[src/rtl/march_pkg.sv]
// rtl/march_pkg.sv - March C- shared types and element/op tables
package march_pkg;

  typedef enum logic [1:0] {
    ST_IDLE = 2'd0,
    ST_RUN  = 2'd1,
    ST_DONE = 2'd2
  } state_t;

  localparam int NUM_ELEMS = 6;
  localparam logic [2:0] LAST_ELEM = 3'(NUM_ELEMS - 1);

  // Bit e: element e sweeps upward / element e has a read followed by a write.
  localparam logic [NUM_ELEMS-1:0] ELEM_UP      = 6'b000111;
  localparam logic [NUM_ELEMS-1:0] ELEM_TWO_OPS = 6'b011110;

  // Bit {elem, op}: the op is a write / the op uses D1 (~B) rather than D0 (B).
  localparam logic [2*NUM_ELEMS-1:0] OP_WRITE = 12'b0010_1010_1001;
  localparam logic [2*NUM_ELEMS-1:0] OP_INV   = 12'b0001_1001_1000;

  function automatic logic [3:0] op_index(input logic [2:0] elem, input logic op);
    return {elem, op};
  endfunction

endpackage

[src/rtl/march_bist_if.sv]
// rtl/march_bist_if.sv - test-control and memory-port bundle of one BIST instance
interface march_bist_if #(
  parameter int ADDR_BITS = 5,
  parameter int DATA_BITS = 8,
  parameter int CNT_BITS  = 8
) ();

  logic                 start;
  logic [DATA_BITS-1:0] pattern;
  logic                 busy;
  logic                 done;
  logic                 fail;
  logic [ADDR_BITS-1:0] fail_addr;
  logic [2:0]           fail_elem;
  logic [CNT_BITS-1:0]  err_count;
  logic                 mem_we;
  logic [ADDR_BITS-1:0] mem_addr;
  logic [DATA_BITS-1:0] mem_wdata;
  logic [DATA_BITS-1:0] mem_rdata;

  modport master (
    input  start, pattern, mem_rdata,
    output busy, done, fail, fail_addr, fail_elem, err_count,
    output mem_we, mem_addr, mem_wdata
  );

  modport slave (
    output start, pattern, mem_rdata,
    input  busy, done, fail, fail_addr, fail_elem, err_count,
    input  mem_we, mem_addr, mem_wdata
  );

endinterface

[src/rtl/march_addr_gen.sv]
// rtl/march_addr_gen.sv - loadable up/down address counter with first/last flags
module march_addr_gen #(
  parameter int ADDR_BITS = 5
) (
  input  logic                 clk,
  input  logic                 reset,
  input  logic                 load_i,
  input  logic                 up_i,
  input  logic                 step_i,
  output logic [ADDR_BITS-1:0] addr_o,
  output logic                 first_o,
  output logic                 last_o
);

  localparam logic [ADDR_BITS-1:0] ADDR_MAX = '1;

  logic [ADDR_BITS-1:0] addr_q;
  logic                 up_q;

  // A step at the element's last address is ignored: no wrap inside an element.
  always_ff @(posedge clk or negedge reset) begin
    if (!reset) begin
      addr_q <= '0;
      up_q   <= 1'b1;
    end else if (load_i) begin
      addr_q <= up_i ? '0 : ADDR_MAX;
      up_q   <= up_i;
    end else if (step_i && !last_o) begin
      addr_q <= up_q ? addr_q + 1'b1 : addr_q - 1'b1;
    end
  end

  assign addr_o  = addr_q;
  assign first_o = up_q ? (addr_q == '0) : (addr_q == ADDR_MAX);
  assign last_o  = up_q ? (addr_q == ADDR_MAX) : (addr_q == '0);

endmodule

[src/rtl/march_bist.sv]
// rtl/march_bist.sv - March C- memory BIST: sequencing, compare and result capture
module march_bist
  import march_pkg::*;
#(
  parameter int ADDR_BITS = 5,
  parameter int DATA_BITS = 8,
  parameter int CNT_BITS  = 8
) (
  input logic         clk,
  input logic         reset,
  march_bist_if.master bus
);

  state_t               state_q;
  logic [2:0]           elem_q;
  logic                 op_q;
  logic [DATA_BITS-1:0] pattern_q;
  logic                 done_q;
  logic                 fail_q;
  logic [ADDR_BITS-1:0] fail_addr_q;
  logic [2:0]           fail_elem_q;
  logic [CNT_BITS-1:0]  err_q;
  logic [CNT_BITS-1:0]  err_d;

  logic                 run;
  logic [3:0]           op_idx;
  logic                 op_write;
  logic [DATA_BITS-1:0] exp_word;
  logic                 last_op;
  logic                 miscompare;
  logic                 start_ok;
  logic [2:0]           elem_next;
  logic                 elem_end;
  logic                 addr_load;
  logic                 addr_load_up;
  logic                 addr_step;
  logic [ADDR_BITS-1:0] addr;
  logic                 addr_first;
  logic                 addr_last;

  assign run        = (state_q == ST_RUN);
  assign op_idx     = op_index(elem_q, op_q);
  assign op_write   = OP_WRITE[op_idx];
  assign exp_word   = OP_INV[op_idx] ? ~pattern_q : pattern_q;
  assign last_op    = !ELEM_TWO_OPS[elem_q] || op_q;
  assign miscompare = run && !op_write && (bus.mem_rdata != exp_word);
  assign err_d      = (err_q == '1) ? err_q : err_q + 1'b1;
  assign start_ok   = (state_q != ST_RUN) && bus.start;
  assign elem_next  = elem_q + 3'd1;
  assign elem_end   = run && last_op && addr_last;

  // The counter is reloaded on start and whenever a new element begins.
  assign addr_load    = start_ok || (elem_end && (elem_q != LAST_ELEM));
  assign addr_load_up = start_ok ? 1'b1 : ELEM_UP[elem_next];
  assign addr_step    = run && last_op && !addr_last;

  march_addr_gen #(
    .ADDR_BITS (ADDR_BITS)
  ) u_addr_gen (
    .clk     (clk),
    .reset   (reset),
    .load_i  (addr_load),
    .up_i    (addr_load_up),
    .step_i  (addr_step),
    .addr_o  (addr),
    .first_o (addr_first),
    .last_o  (addr_last)
  );

  always_ff @(posedge clk or negedge reset) begin
    if (!reset) begin
      state_q     <= ST_IDLE;
      elem_q      <= '0;
      op_q        <= 1'b0;
      pattern_q   <= '0;
      done_q      <= 1'b0;
      fail_q      <= 1'b0;
      fail_addr_q <= '0;
      fail_elem_q <= '0;
      err_q       <= '0;
    end else begin
      case (state_q)
        ST_IDLE, ST_DONE: begin
          if (bus.start) begin
            state_q     <= ST_RUN;
            pattern_q   <= bus.pattern;
            elem_q      <= '0;
            op_q        <= 1'b0;
            done_q      <= 1'b0;
            fail_q      <= 1'b0;
            fail_addr_q <= '0;
            fail_elem_q <= '0;
            err_q       <= '0;
          end
        end
        ST_RUN: begin
          if (miscompare) begin
            err_q  <= err_d;
            fail_q <= 1'b1;
            if (!fail_q) begin
              fail_addr_q <= addr;
              fail_elem_q <= elem_q;
            end
          end
          if (!last_op) begin
            op_q <= 1'b1;
          end else begin
            op_q <= 1'b0;
            if (addr_last) begin
              if (elem_q == LAST_ELEM) begin
                state_q <= ST_DONE;
                done_q  <= 1'b1;
              end else begin
                elem_q <= elem_next;
              end
            end
          end
        end
        default: state_q <= ST_IDLE;
      endcase
    end
  end

  // After any reload the counter must sit on the element's starting address.
  assert property (@(posedge clk) disable iff (!reset) addr_load |=> addr_first);

  assign bus.busy      = run;
  assign bus.done      = done_q;
  assign bus.fail      = fail_q;
  assign bus.fail_addr = fail_addr_q;
  assign bus.fail_elem = fail_elem_q;
  assign bus.err_count = err_q;
  assign bus.mem_we    = run && op_write;
  assign bus.mem_addr  = run ? addr : '0;
  assign bus.mem_wdata = (run && op_write) ? exp_word : '0;

endmodule
[src/flat_wrapper.sv]
// flat-port wrapper written by rule: the top's interface ports become plain ports
module march_bist_flat import march_pkg::*;
#(
  parameter int ADDR_BITS = 5,
  parameter int DATA_BITS = 8,
  parameter int CNT_BITS  = 8
)
  (clk, reset, bus_start, bus_pattern, bus_mem_rdata, bus_busy, bus_done, bus_fail, bus_fail_addr, bus_fail_elem, bus_err_count, bus_mem_we, bus_mem_addr, bus_mem_wdata);
  march_bist_if #(.ADDR_BITS(ADDR_BITS), .DATA_BITS(DATA_BITS), .CNT_BITS(CNT_BITS)) bus_i ();
  input logic clk;
  input logic reset;
  input wire logic [$bits(bus_i.start)-1:0] bus_start;
  input wire logic [$bits(bus_i.pattern)-1:0] bus_pattern;
  input wire logic [$bits(bus_i.mem_rdata)-1:0] bus_mem_rdata;
  output wire logic [$bits(bus_i.busy)-1:0] bus_busy;
  output wire logic [$bits(bus_i.done)-1:0] bus_done;
  output wire logic [$bits(bus_i.fail)-1:0] bus_fail;
  output wire logic [$bits(bus_i.fail_addr)-1:0] bus_fail_addr;
  output wire logic [$bits(bus_i.fail_elem)-1:0] bus_fail_elem;
  output wire logic [$bits(bus_i.err_count)-1:0] bus_err_count;
  output wire logic [$bits(bus_i.mem_we)-1:0] bus_mem_we;
  output wire logic [$bits(bus_i.mem_addr)-1:0] bus_mem_addr;
  output wire logic [$bits(bus_i.mem_wdata)-1:0] bus_mem_wdata;
  assign bus_i.start = bus_start;
  assign bus_i.pattern = bus_pattern;
  assign bus_i.mem_rdata = bus_mem_rdata;
  assign bus_busy = bus_i.busy;
  assign bus_done = bus_i.done;
  assign bus_fail = bus_i.fail;
  assign bus_fail_addr = bus_i.fail_addr;
  assign bus_fail_elem = bus_i.fail_elem;
  assign bus_err_count = bus_i.err_count;
  assign bus_mem_we = bus_i.mem_we;
  assign bus_mem_addr = bus_i.mem_addr;
  assign bus_mem_wdata = bus_i.mem_wdata;
  march_bist #(.ADDR_BITS(ADDR_BITS), .DATA_BITS(DATA_BITS), .CNT_BITS(CNT_BITS)) u_core (.clk(clk), .reset(reset), .bus(bus_i));
endmodule
[config.mk]
export PLATFORM = sky130hd
export DESIGN_NAME = march_bist_flat
export DESIGN_NICKNAME = d
export VERILOG_FILES = /design/src/rtl/march_pkg.sv /design/src/rtl/march_bist_if.sv /design/src/rtl/march_addr_gen.sv /design/src/rtl/march_bist.sv /design/src/flat_wrapper.sv
export SDC_FILE = /design/constraint.sdc
export NUM_CORES = 1
export LEC_CHECK = 0
export CAP_MARGIN = 20
export CORE_MARGIN = 2
export CORE_UTILIZATION = 39
export CTS_CLUSTER_SIZE = 24
export DETAILED_ROUTE_END_ITERATION = 8
export PLACE_DENSITY = 0.77
export SYNTH_ARGS = -nofsm -noshare
export SYNTH_HDL_FRONTEND = slang
export SYNTH_SLANG_ARGS = --single-unit
[constraint.sdc]
create_clock -name clk -period 2.3 [get_ports clk]
set_clock_uncertainty 0.1 [all_clocks]
set_input_delay 0.46 -clock clk [delete_from_list [all_inputs] [get_ports clk]]
set_output_delay 0.46 -clock clk [all_outputs]
set_load 0.05 [all_outputs]
# Word level (Yosys, flattened, before mapping)

Memory sizes are Yosys's and may differ from the RTL's.
Cells that the tools add are included.

Register bits: 38
Memory bits (read-only): 48
Input bits: 19
Output and inout bits: 33
Word-level logic and storage cells: 109
Memories: 4

Memory list:

| memory          | words | width | rd ports | clocked after Yosys merged registers in | wr ports | RTL line         | text |
|---|---|---|---|---|---|---|---|
| (no name shown) | 16    | 1     | 1        | 0                                       | 0        | march_bist.sv:44 | `assign exp_word = OP_INV[op_idx] ? ~pattern_q : pattern_q;` |
| (no name shown) | 16    | 1     | 1        | 0                                       | 0        | march_bist.sv:43 | `assign op_write = OP_WRITE[op_idx];` |
| (no name shown) | 8     | 1     | 1        | 0                                       | 0        | march_bist.sv:45 | `assign last_op = !ELEM_TWO_OPS[elem_q] \|\| op_q;` |
| (no name shown) | 8     | 1     | 1        | 0                                       | 0        | march_bist.sv:54 | `assign addr_load_up = start_ok ? 1'b1 : ELEM_UP[elem_next];` |

$add $sub $neg: 4
$lt $le $gt $ge: 3
Eq/ne operators: 16
Multiplexer cells: 43
Bitwise logic cells: 1
Reductions and logical operators: 27

Operators by type and width:

| kind                  | count |
|---|---|
| $mux W5               | 8 |
| $mux W8               | 5 |
| $mux W3               | 6 |
| $ne A2 B2 Y1 const B  | 8 |
| $pmux W8 S2           | 1 |
| $mux W1               | 12 |
| $pmux W3 S2           | 2 |
| $reduce_and A4 Y1     | 3 |
| $pmux W5 S2           | 1 |
| $reduce_and A5 Y1     | 2 |
| $logic_and A1 B1 Y1   | 9 |
| $add A8 B1 Y8 const B | 1 |
| $eq A8 B8 Y1 const B  | 1 |
| $lt A3 B4 Y1 const B  | 2 |
| $mux W2               | 4 |
| $ne A8 B8 Y1          | 1 |
| $not A8 Y8            | 1 |
| $pmux W1 S2           | 3 |
| $add A5 B1 Y5 const B | 1 |
| $eq A5 B5 Y1 const B  | 1 |
| $logic_not A5 Y1      | 1 |
| $lt A4 B5 Y1 const B  | 1 |
| $sub A5 B1 Y5 const B | 1 |
| $pmux W2 S2           | 1 |
| other kinds (13)      | 18 |

# Depth between registers and ports, before layout

Gate-level depths: netlist of the first run.

Depth in word-level cells: 9
Depth in mapped cells: 11
Depth with buffers taken out: 9

# Cells and area by module

A second synthesis of the first run with hierarchy kept.

Cells, all modules: 296
Area, all modules: 2661.3 um^2

Modules (own cells, without submodules):

| module         | times used | cells each | area each (um^2) | seq. area each (um^2) |
|---|---|---|---|---|
| march_bist     | 1          | 249        | 2202.1           | 800.8 |
| march_addr_gen | 1          | 47         | 459.2            | 151.4 |

# Worst setup path before layout of the first run

OpenSTA, ideal clock, no wires.

Path type: register to output
Start: register u_core.elem_q[0]
End: output bus_mem_wdata[0]
Data arrival time: 2124 ps
Slack: -384 ps
Stages on the path, launching flop included: 8
Cells stage by stage: dfrtp_1 inv_1 ha_1 and2_2 o31ai_1 buf_4 xnor2_1 nor2_1

Cells in the longest elaborated chain, start to end: 4
Elaborated cells between the ends (all ways): 7
Those cells by class: mux: 4; reduce/logical: 1; memory: 2

RTL lines:

| element                                        | RTL line                            | text |
|---|---|---|
| start, declared                                | march_bist.sv:15                    | `logic [2:0] elem_q;` |
| start signal, assigned                         | march_bist.sv:114                   | `elem_q <= elem_next;` |
| $mem_v2 Z16 W1 (on tied branches)              | --                                  |  |
| $mux W1 (on tied branches)                     | march_bist.sv:44, march_bist.sv:43  |  |
| $mux W8 or $logic_and A1 B1 Y1 (tied branches) | march_bist.sv:44, march_bist.sv:135 |  |
| $mux W8 (*)                                    | march_bist.sv:135                   | `assign bus.mem_wdata = (run && op_write) ? exp_word : '0;` |
| end, declared                                  | flat_wrapper.sv:23                  | `output wire logic [$bits(bus_i.mem_wdata)-1:0] bus_mem_wdata;` |

Every way passes the cells marked *; elsewhere a longest branch is shown, timed or not. The select of a mux whose other input is x is not followed.

# Worst setup path after layout of the first run

Start: register u_core.op_q
End: output bus_mem_wdata[7]

Cells in the longest elaborated chain, start to end: 4
Elaborated cells between the ends (all ways): 7
Those cells by class: mux: 4; reduce/logical: 1; memory: 2

RTL lines:

| element                                        | RTL line                            | text |
|---|---|---|
| start, declared                                | march_bist.sv:16                    | `logic op_q;` |
| start signal, assigned                         | march_bist.sv:74                    | `op_q <= 1'b0;` |
| start signal, assigned                         | march_bist.sv:88                    | `op_q <= 1'b0;` |
| start signal, assigned                         | march_bist.sv:106                   | `op_q <= 1'b1;` |
| $mem_v2 Z16 W1 (on tied branches)              | --                                  |  |
| $mux W1 (on tied branches)                     | march_bist.sv:44, march_bist.sv:43  |  |
| $mux W8 or $logic_and A1 B1 Y1 (tied branches) | march_bist.sv:44, march_bist.sv:135 |  |
| $mux W8 (*)                                    | march_bist.sv:135                   |  |

Marks and branches as above.

==> results of run 1 <==
Yosys cell counts, drive strengths merged, types with 5 or more instances:
cell	count
a21o	5
a22o	8
a21oi	13
nor3	5
and2	8
nor2	21
nand2	53
nand3	16
ha	11
nand2b	6
xnor2	18
inv	8
dfrtp	37
o21ai	13
clkbuf	5
flip-flops by register name (all words and copies together) (netlist names):
signal / count
u_core.u_addr_gen.addr_o: 5
u_core.bus.fail_elem: 3
u_core.elem_q: 3
u_core.pattern_q: 8
u_core.bus.done: 1
u_core.op_q: 1
u_core.bus.fail_addr: 5
u_core.bus.fail: 1
u_core.bus.err_count: 8
u_core.state_q: 2
u_core.u_addr_gen.up_q: 1
kinds of logic after synthesis:
group,count (synthesis)
AO/OA/AOI/OAI,57
XOR/XNOR,21
adder cells (fa/ha/maj),12
buffers and inverters,18
flip-flops,38
multiplexers,4
AND/OR/NAND/NOR,128
metrics by stage:
stage          hold slack, ns  setup slack, ns  power [mW]  TNS, ns
3_3_place_gp            0.389           -0.443        4.81    -6.80
3_5_place_dp            0.380           -0.501        4.90    -7.73
6_report                0.162           -0.246        5.75    -5.15
5_1_grt                 0.246           -0.336        6.10    -7.59
4_1_cts                 0.198           -0.301        5.63    -4.52
2_1_floorplan          0.0644           -0.166        3.50    -2.10
repair_timing:
action                     CTS  global route
resized for setup           38            13
pin swaps                   23            13
setup buffers                6             0
hold buffers                 0             0
setup endpoints to repair   26            35
layout by cell type, fill, tap and decap left out, types with 2 or more instances in the layout:
master	instances
sky130_fd_sc_hd__buf_6	4
sky130_fd_sc_hd__and2_1	7
sky130_fd_sc_hd__xnor2_2	8
sky130_fd_sc_hd__nor2_2	3
sky130_fd_sc_hd__o211ai_1	4
sky130_fd_sc_hd__dfrtp_1	37
sky130_fd_sc_hd__nor4_1	4
sky130_fd_sc_hd__nor3_4	3
sky130_fd_sc_hd__buf_8	2
sky130_fd_sc_hd__xnor2_1	9
sky130_fd_sc_hd__nand3_2	4
sky130_fd_sc_hd__clkbuf_8	6
sky130_fd_sc_hd__nand2b_1	6
sky130_fd_sc_hd__and3_1	2
sky130_fd_sc_hd__ha_1	9
sky130_fd_sc_hd__nor2b_1	4
sky130_fd_sc_hd__xor2_1	2
sky130_fd_sc_hd__clkdlybuf4s50_1	35
sky130_fd_sc_hd__a21o_1	5
sky130_fd_sc_hd__buf_12	10
sky130_fd_sc_hd__inv_1	5
sky130_fd_sc_hd__nand4_1	2
sky130_fd_sc_hd__a21oi_1	12
sky130_fd_sc_hd__nor2_1	10
sky130_fd_sc_hd__nand2_1	50
sky130_fd_sc_hd__nor2_4	8
sky130_fd_sc_hd__ha_4	2
sky130_fd_sc_hd__nand3_1	12
sky130_fd_sc_hd__mux2i_1	4
sky130_fd_sc_hd__o21ai_0	10
sky130_fd_sc_hd__nand2_2	3
sky130_fd_sc_hd__a31oi_1	2
sky130_fd_sc_hd__inv_2	3
sky130_fd_sc_hd__a22o_1	8
sky130_fd_sc_hd__nor3_1	2
sky130_fd_sc_hd__buf_4	35
cell type report:
| class | instances | area, um^2 | share of cell area |
|---|---|---|---|
| clock inverter | 2 | 12.5 | 0.00334 |
| clock buffer | 6 | 82.6 | 0.0220 |
| inverter | 9 | 36.3 | 0.00967 |
| timing repair buffer | 87 | 893 | 0.238 |
| multi-input combinational | 222 | 1680 | 0.448 |
| sequential | 38 | 952 | 0.254 |
| tap | 75 | 93.8 | 0.0250 |
metal layers:
layer,up-vias,part of all wire
met2,66,0.55
met1,1167,0.39
met4,0,0.021
met5,-,0
li1,1137,-
met3,16,0.042
critical path: cells and delay by family, from the launching register on:
kind                     cells  cell delay (ns)
buffers and inverters        4             0.51
flip-flops                   1             0.42
AND/OR/NAND/NOR              2             0.30
adder cells (fa/ha/maj)      1             0.20
AO/OA/AOI/OAI                1             0.18
XOR/XNOR                     1             0.07
path summary, 6_finish.rpt:
| path | startpoint | endpoint | slack, ns | depth (start not counted) |
|---|---|---|---|---|
| max | u_core.op_q$_DFFE_PN0P_ | bus_mem_wdata[7] | -0.25 | 9 |
| min | reset | u_core.pattern_q[2]$_DFFE_PN0P_ | 0.16 | 1 |
| max reg2reg | u_core.op_q$_DFFE_PN0P_ | u_core.bus.err_count[4]$_DFFE_PN0P_ | -0.23 | 13 |
| min reg2reg | u_core.bus.fail_addr[2]$_DFFE_PN0P_ | u_core.bus.fail_addr[2]$_DFFE_PN0P_ | 0.42 | 1 |
| max in group asynchronous | reset | u_core.pattern_q[4]$_DFFE_PN0P_ | 1.38 | 1 |
| min in group clk | u_core.bus.fail_addr[2]$_DFFE_PN0P_ | u_core.bus.fail_addr[2]$_DFFE_PN0P_ | 0.42 | 1 |
power groups by stage:
stage | clock network (mW) | logic, mW | registers, mW
after floorplan | 0 | 1.91 | 1.60
after global placement | 0 | 3.58 | 1.23
after detailed placement | 0 | 3.66 | 1.24
after CTS | 0.496 | 3.89 | 1.24
after global routing | 0.526 | 4.27 | 1.31
final | 0.493 | 4.00 | 1.26
==> results.txt, run 1 <==
----------------------------------------------------
[Synth]
  Library cell occupying the most area in the post-synthesis netlist ... sky130_fd_sc_hd__dfrtp_1
  Synthesized area per cell ... 8.72 um^2
  Portion of netlist area occupied by mux cells ... 0.0165
  Dominant cells by area after synthesis ... sky130_fd_sc_hd__dfrtp_1 (38%), sky130_fd_sc_hd__nand2_1 (8.2%), sky130_fd_sc_hd__xnor2_1 (6.5%)
  Seq/Total Area, Yosys ... 0.393
  Cell count after synthesis ... 278
  Register bit total from synthesis ... 38
  Most instantiated flip-flop cell in the synthesis netlist ... sky130_fd_sc_hd__dfrtp_1
  Syn Std Cell Area ... 2420 um^2
  Share of async-settable or async-resettable flops after synthesis ... 1.00
  Simple-gate portion of the synthesized area ... 0.250
  Dominant combinational cell family by area after synthesis ... simple AND/OR/NAND/NOR gates
  Post-Synth XOR/XNOR Area ... 0.0790
  Compound-gate portion of the synthesized area ... 0.162
  Yosys cell types ... 50
  Warnings, synthesis ... 0
  Count of flip-flops with a built-in enable after synthesis ... 0
  Synth top area share ... 0.382
  Synthesized-area fraction occupied by adder cells ... 0.0650
  Number of nets produced by synthesis ... 309

[Flow run]
  MaxCap Viol Count ... 0

[Worst setup path]
  Crit end category ... output port
  Kind of critical path ... reg -> out
  Req. time, crit path ... 1.74 ns
  Cell breakdown of the critical path ... inv_2, ha_4, and2_4, o31ai_4, buf_6, buf_6, xnor2_2, nor2_2, buf_12
  Slowest stage delay, CP ... 0.42 ns
  Crit path DAT ... 1.99 ns
  Startpoint type of the worst setup path ... flop
  Cell repeated most along the worst path ... sky130_fd_sc_hd__buf_6
  Max FO, Critical Path ... 4
  Cell with the largest stage delay on the worst path ... sky130_fd_sc_hd__dfrtp_1

[Place]
  Standard cell area after detailed placement ... 3370 um^2
  Placed Cells incl. Taps ... 426
  Half-perimeter wire length after placement ... 4590 um
  Routability cong. ... 0.819
  Input/output buffers ... 51

[Clocking]
  Sinks on Clock Net ... 38
  Root buffer selected by CTS ... sky130_fd_sc_hd__clkbuf_8
  Clk slew on worst S/H paths ... 0.07 ns
  TritonCTS clock tree ... yes
  Clock latency on the worst-skew pair ... 0.30 ns
  CTS Buf Count ... 5
  H-tree Lvls ... 2
  Buffers from clock root to sink, at most ... 2

[Pwr]
  Share of total power in combinational logic ... 0.695
  Switching part of the total power ... 0.489
  Leakage power of the design ... 1.65 nW
  Sequential share of power ... 0.219
  Worst voltage drop across the vdd grid ... 1010 uV
  Cell Int Power ... 2.94 mW
  Power Dens Cells ... 1530 nW/um^2
  Portion of total power attributed to the clock network ... 0.086
  Net switching component of the power ... 2.81 mW

[GRT]
  Met3 demand-to-capacity share in global routing ... 0.0378
  Met1 Track Usage GR ... 0.244
  Remaining global-route overflow ... 0
  Initial antenna violation count ... 0
  Most used routing layer in global routing ... met2
  Via count of the first global-routing pass ... 2433
  Global-route wire length before repair ... 11400 um
  Gr usage total ... 0.202
  GR Layer Usage met2 ... 0.354
  Pin count of the biggest net entering global routing ... 39

[Floorplan]
  Effective utilization at floorplan ... 0.407
  Placeable core region ... 5960 um^2
  Area of the die ... 6860 um^2
  Number of I/O pins ... 52
  DIE WIDTH ... 82.8 um
  Die height ... 82.8 um
  # rows ... 28

[Cells and area]
  Final nets ... 394
  Count of inserted antenna diode cells ... 0
  Ratio of cells with drive above 1 in the final layout ... 0.310
  Area grow syn2layout ... 54.8%
  Post-Layout Cell Count ... 439
  Fill cell total of the finished layout ... 461
  Final standard cell utilization of the core ... 0.630
  Post-layout instance area ... 3750 um^2

[Routing]
  Post-DR wirelength/cell ... 15.8 um
  First DRT Iteration DRCs ... 110
  Total Routed Length ... 6930 um
  TritonRoute pass-1 iters ... 4
  ANT nets after route ... 0
  DRC errors left ... 0
  Via count of the routed design ... 2386
  Vias per inst ... 5.44

[STA]
  Worst slew slack as a fraction of its limit ... 0.417
  Shortest clock period the worst path allows after layout ... 2.55 ns
  Period utilisation layout ... 1.11
  Final hold violations ... 0
  Fmax achieved ... 393 MHz
  Setup slack after layout ... -0.246 ns
  Number of pins with negative max-slew slack in the final report ... 0
  Final setup viols ... 26
  Worst-margin pin slew ... 0.874 ns
  Setup repair after global routing missed its margin ... true

[Hold path]
  Kind of path behind the tightest hold check ... in -> async

[Run status]
  Violations in the final reports ... setup timing
  Status ... complete, but fails checks

----------------------------------------------------
Note: power is estimated with default switching activity, not from simulation.
==> run 2, diff against run 1 <==
--- a/config.mk
+++ b/config.mk
@@ -5,12 +5,14 @@
 export SDC_FILE = /design/constraint.sdc
 export NUM_CORES = 1
 export LEC_CHECK = 0
+export ABC_AREA = 1
 export CAP_MARGIN = 20
+export CORE_ASPECT_RATIO = 1.1
 export CORE_MARGIN = 2
 export CORE_UTILIZATION = 39
 export CTS_CLUSTER_SIZE = 24
 export DETAILED_ROUTE_END_ITERATION = 8
-export PLACE_DENSITY = 0.77
+export PLACE_DENSITY = 0.76
 export SYNTH_ARGS = -nofsm -noshare
 export SYNTH_HDL_FRONTEND = slang
 export SYNTH_SLANG_ARGS = --single-unit
==> run 2 against run 1 <==
  * The run ends with hold timing, setup timing left
  * Critical path depth unchanged
  * Non-clock buffer count decreased by 9
  * Cell count increased by 21%
  * Combinational power decreased by 13%
  * Area after synthesis increased by 11%
  * Global-route usage increased by 0.26 points
  * First-iteration DRC count increased by 65%
  * Clock power increased by 20%
  * Synthesized cell count increased by 32%
  * Via count increased by 18%
  * Worst setup slack improved by 0.078 ns
==> results.txt, run 2 <==
----------------------------------------------------
[Routing]
  Highest routing layer actually used ... met4
  DRC errors left ... 0
  First DRT Iteration DRCs ... 181
  Met3 wire len ... 488 um
  Total Routed Length ... 7780 um
  Post-DR wirelength/cell ... 14.6 um
  ANT nets after route ... 0
  Met2 Wirelength ... 3850 um
  Vias per inst ... 5.31
  TritonRoute pass-1 iters ... 5
  Routed length on met1 ... 3290 um
  Via count of the routed design ... 2821

[STA]
  Setup repair after global routing missed its margin ... true
  Final setup viols ... 26
  Worst-margin pin slew ... 0.515 ns
  Worst slew slack as a fraction of its limit ... 0.656
  Shortest clock period the worst path allows after layout ... 2.47 ns
  Number of pins with negative max-slew slack in the final report ... 0
  Setup slack after layout ... -0.168 ns
  Period utilisation layout ... 1.07
  Final hold violations ... 10
  Fmax achieved ... 405 MHz
  Min Hold Slack ... -0.00334 ns

[Pwr]
  Worst voltage drop across the vdd grid ... 832 uV
  Leakage power of the design ... 1.86 nW
  Power Dens Cells ... 1310 nW/um^2
  Power, Total ... 5.13 mW

[Place]
  Routability cong. ... 0.952
  Half-perimeter wire length after placement ... 5320 um
  Worst slack at placement ... -0.0812 ns
  Placed Cells incl. Taps ... 506
  Standard cell area after detailed placement ... 3530 um^2
  Input/output buffers ... 51

[Clocking]
  Buffers from clock root to sink, at most ... 2
  Count of hold-fix buffers inserted at cts ... 0
  Clock latency on the worst-skew pair ... 0.30 ns
  Root buffer selected by CTS ... sky130_fd_sc_hd__clkbuf_8
  H-tree Lvls ... 2
  TritonCTS clock tree ... yes
  Sinks on Clock Net ... 38
  CTS Buf Count ... 5
  Clk slew on worst S/H paths ... 0.09 ns

[Run status]
  Status ... complete, but fails checks
  Violations in the final reports ... hold timing, setup timing

[Floorplan]
  # rows ... 31
  Area of the die ... 7590 um^2
  Placeable core region ... 6630 um^2
  DIE WIDTH ... 83.3 um
  Number of I/O pins ... 52
  Effective utilization at floorplan ... 0.406
  Die height ... 91.2 um

[Cells and area]
  Count of inserted antenna diode cells ... 0
  Ratio of cells with drive above 1 in the final layout ... 0.258
  Most common library cell in the layout ignoring fill and taps ... sky130_fd_sc_hd__nand2_1
  Final standard cell utilization of the core ... 0.590
  Area grow syn2layout ... 45.1%
  Post-Layout Cell Count ... 531
  Commonest cells after routing, fill and taps aside ... sky130_fd_sc_hd__nand2_1 (104), sky130_fd_sc_hd__dfrtp_1 (37), sky130_fd_sc_hd__nand3_1 (36)
  Final nets ... 479
  Post-layout instance area ... 3910 um^2

[Synth]
  Portion of netlist area occupied by mux cells ... 0
  Dominant cells by area after synthesis ... sky130_fd_sc_hd__dfrtp_1 (34%), sky130_fd_sc_hd__nand2_1 (15%), sky130_fd_sc_hd__nand3_1 (7.6%)
  Seq/Total Area, Yosys ... 0.353
  Syn Std Cell Area ... 2700 um^2
  Most instantiated flip-flop cell in the synthesis netlist ... sky130_fd_sc_hd__dfrtp_1
  Cell count after synthesis ... 368
  Synthesized-area fraction occupied by adder cells ... 0.0585
  Count of flip-flops with a built-in enable after synthesis ... 0
  Yosys cell types ... 40
  Synthesized area per cell ... 7.32 um^2
  Dominant combinational cell family by area after synthesis ... simple AND/OR/NAND/NOR gates
  Warnings, synthesis ... 0
  Share of async-settable or async-resettable flops after synthesis ... 1.00
  Synth top area share ... 0.344
  Post-Synth XOR/XNOR Area ... 0.0130
  Register bit total from synthesis ... 38
  Most frequently used cell type in the post-synthesis netlist ... sky130_fd_sc_hd__nand2_1
  Compound-gate portion of the synthesized area ... 0.0919
  Simple-gate portion of the synthesized area ... 0.406
  Top cell types by occurrence after synthesis ... sky130_fd_sc_hd__nand2_1 (107), sky130_fd_sc_hd__nand3_1 (41), sky130_fd_sc_hd__inv_1 (39)
  Library cell occupying the most area in the post-synthesis netlist ... sky130_fd_sc_hd__dfrtp_1
  Number of nets produced by synthesis ... 399

[Worst setup path]
  Largest delay share family, worst path ... buffers and inverters
  Cell breakdown of the critical path ... inv_2, ha_4, inv_2, o211ai_1, nand2_1, nand2_4, buf_12, a21oi_4, buf_12
  Cell with the largest stage delay on the worst path ... sky130_fd_sc_hd__dfrtp_1
  WP buf/inv ... 4
  Startpoint type of the worst setup path ... flop
  Crit end category ... output port
  Worst reg-to-reg path cell count ... 16
  Max FO, Critical Path ... 8
  Critical path depth ... 9
  Kind of critical path ... reg -> out
  Req. time, crit path ... 1.74 ns
  Crit path DAT ... 1.91 ns
  Slowest stage delay, CP ... 0.40 ns

[GRT]
  Initial antenna violation count ... 0
  Remaining global-route overflow ... 0
  Gr usage total ... 0.205
  Pin count of the biggest net entering global routing ... 21
  Via count of the first global-routing pass ... 2842
  Global-route wire length before repair ... 12900 um

[Hold path]
  Kind of path behind the tightest hold check ... in -> async

[Flow run]
  MaxCap Viol Count ... 0

----------------------------------------------------
[run 2: cell count changes in the layout (fill, tap and decap cells not counted), sizes merged, moves of 6 or more]
cell,delta
nand4,+11
nand3,+31
xnor2,-17
and2,-8
nor2,+10
nand2b,-6
a22o,-7
inv,+31
buf,-9
nand2,+70
o21ai,+9
[run 2: logic make-up (layout without fill, tap and decap cells)]
kind of cell | count (synthesis) | after routing
AND/OR/NAND/NOR | 224 | 225
buffers and inverters | 48 | 128
AO/OA/AOI/OAI | 42 | 42
XOR/XNOR | 4 | 4
flip-flops | 38 | 38
adder cells (fa/ha/maj) | 12 | 12
[run 2: metrics by stage]
stage	setup TNS [ns]	hold slack, ns
3_3_place_gp	0	0.319
5_1_grt	-4.95	0.0224
3_5_place_dp	-0.504	0.329
2_1_floorplan	-0.00265	0.0644
6_report	-2.48	-0.00334
4_1_cts	-1.40	0.00653
[run 2: path summary, 6_finish.rpt]
| check | endpoint | start | slack [ns] |
|---|---|---|---|
| setup / recovery | bus_mem_wdata[7] | u_core.elem_q[0]$_DFFE_PN0P_ | -0.17 |
| hold reg to reg | u_core.bus.fail_addr[4]$_DFFE_PN0P_ | u_core.bus.fail_addr[4]$_DFFE_PN0P_ | 0.40 |
| min in group clk | u_core.bus.fail_addr[4]$_DFFE_PN0P_ | u_core.bus.fail_addr[4]$_DFFE_PN0P_ | 0.40 |
| max in group asynchronous | u_core.pattern_q[6]$_DFFE_PN0P_ | reset | 1.58 |
| setup reg to reg | u_core.bus.err_count[7]$_DFFE_PN0P_ | u_core.op_q$_DFFE_PN0P_ | -0.08 |
| hold / removal | u_core.bus.fail_addr[0]$_DFFE_PN0P_ | reset | -0.003 |
[run 2: where the power goes]
group	internal [mW]	switching (mW)	total (mW)
Clock	0.323	0.270	0.594
Sequential	0.875	0.190	1.06
Combinational	1.35	2.11	3.47
[run 2: cell type report]
cell class,count,area [um^2]
fillers,570,2720
multi-input cells,283,1710
flip-flops and latches,38,952
repair buffers,78,866
inverters,42,164
well taps,82,103
clock buffers,5,68.8
clock inverters,3,45.0
[run 2: timing repair]
action | CTS | global route
setup buffers | 13 | 3
pin swaps | 6 | 6
cloned | 1 | 0
gates resized for setup | 17 | 11
endpoints found under the setup margin | 24 | 30
[run 2: routing by layer]
layer | vias up | track usage
met5 | - | 0
met3 | 14 | 0.0382
li1 | 1366 | -
met4 | 0 | 0.0738
met1 | 1315 | 0.262
met2 | 126 | 0.344
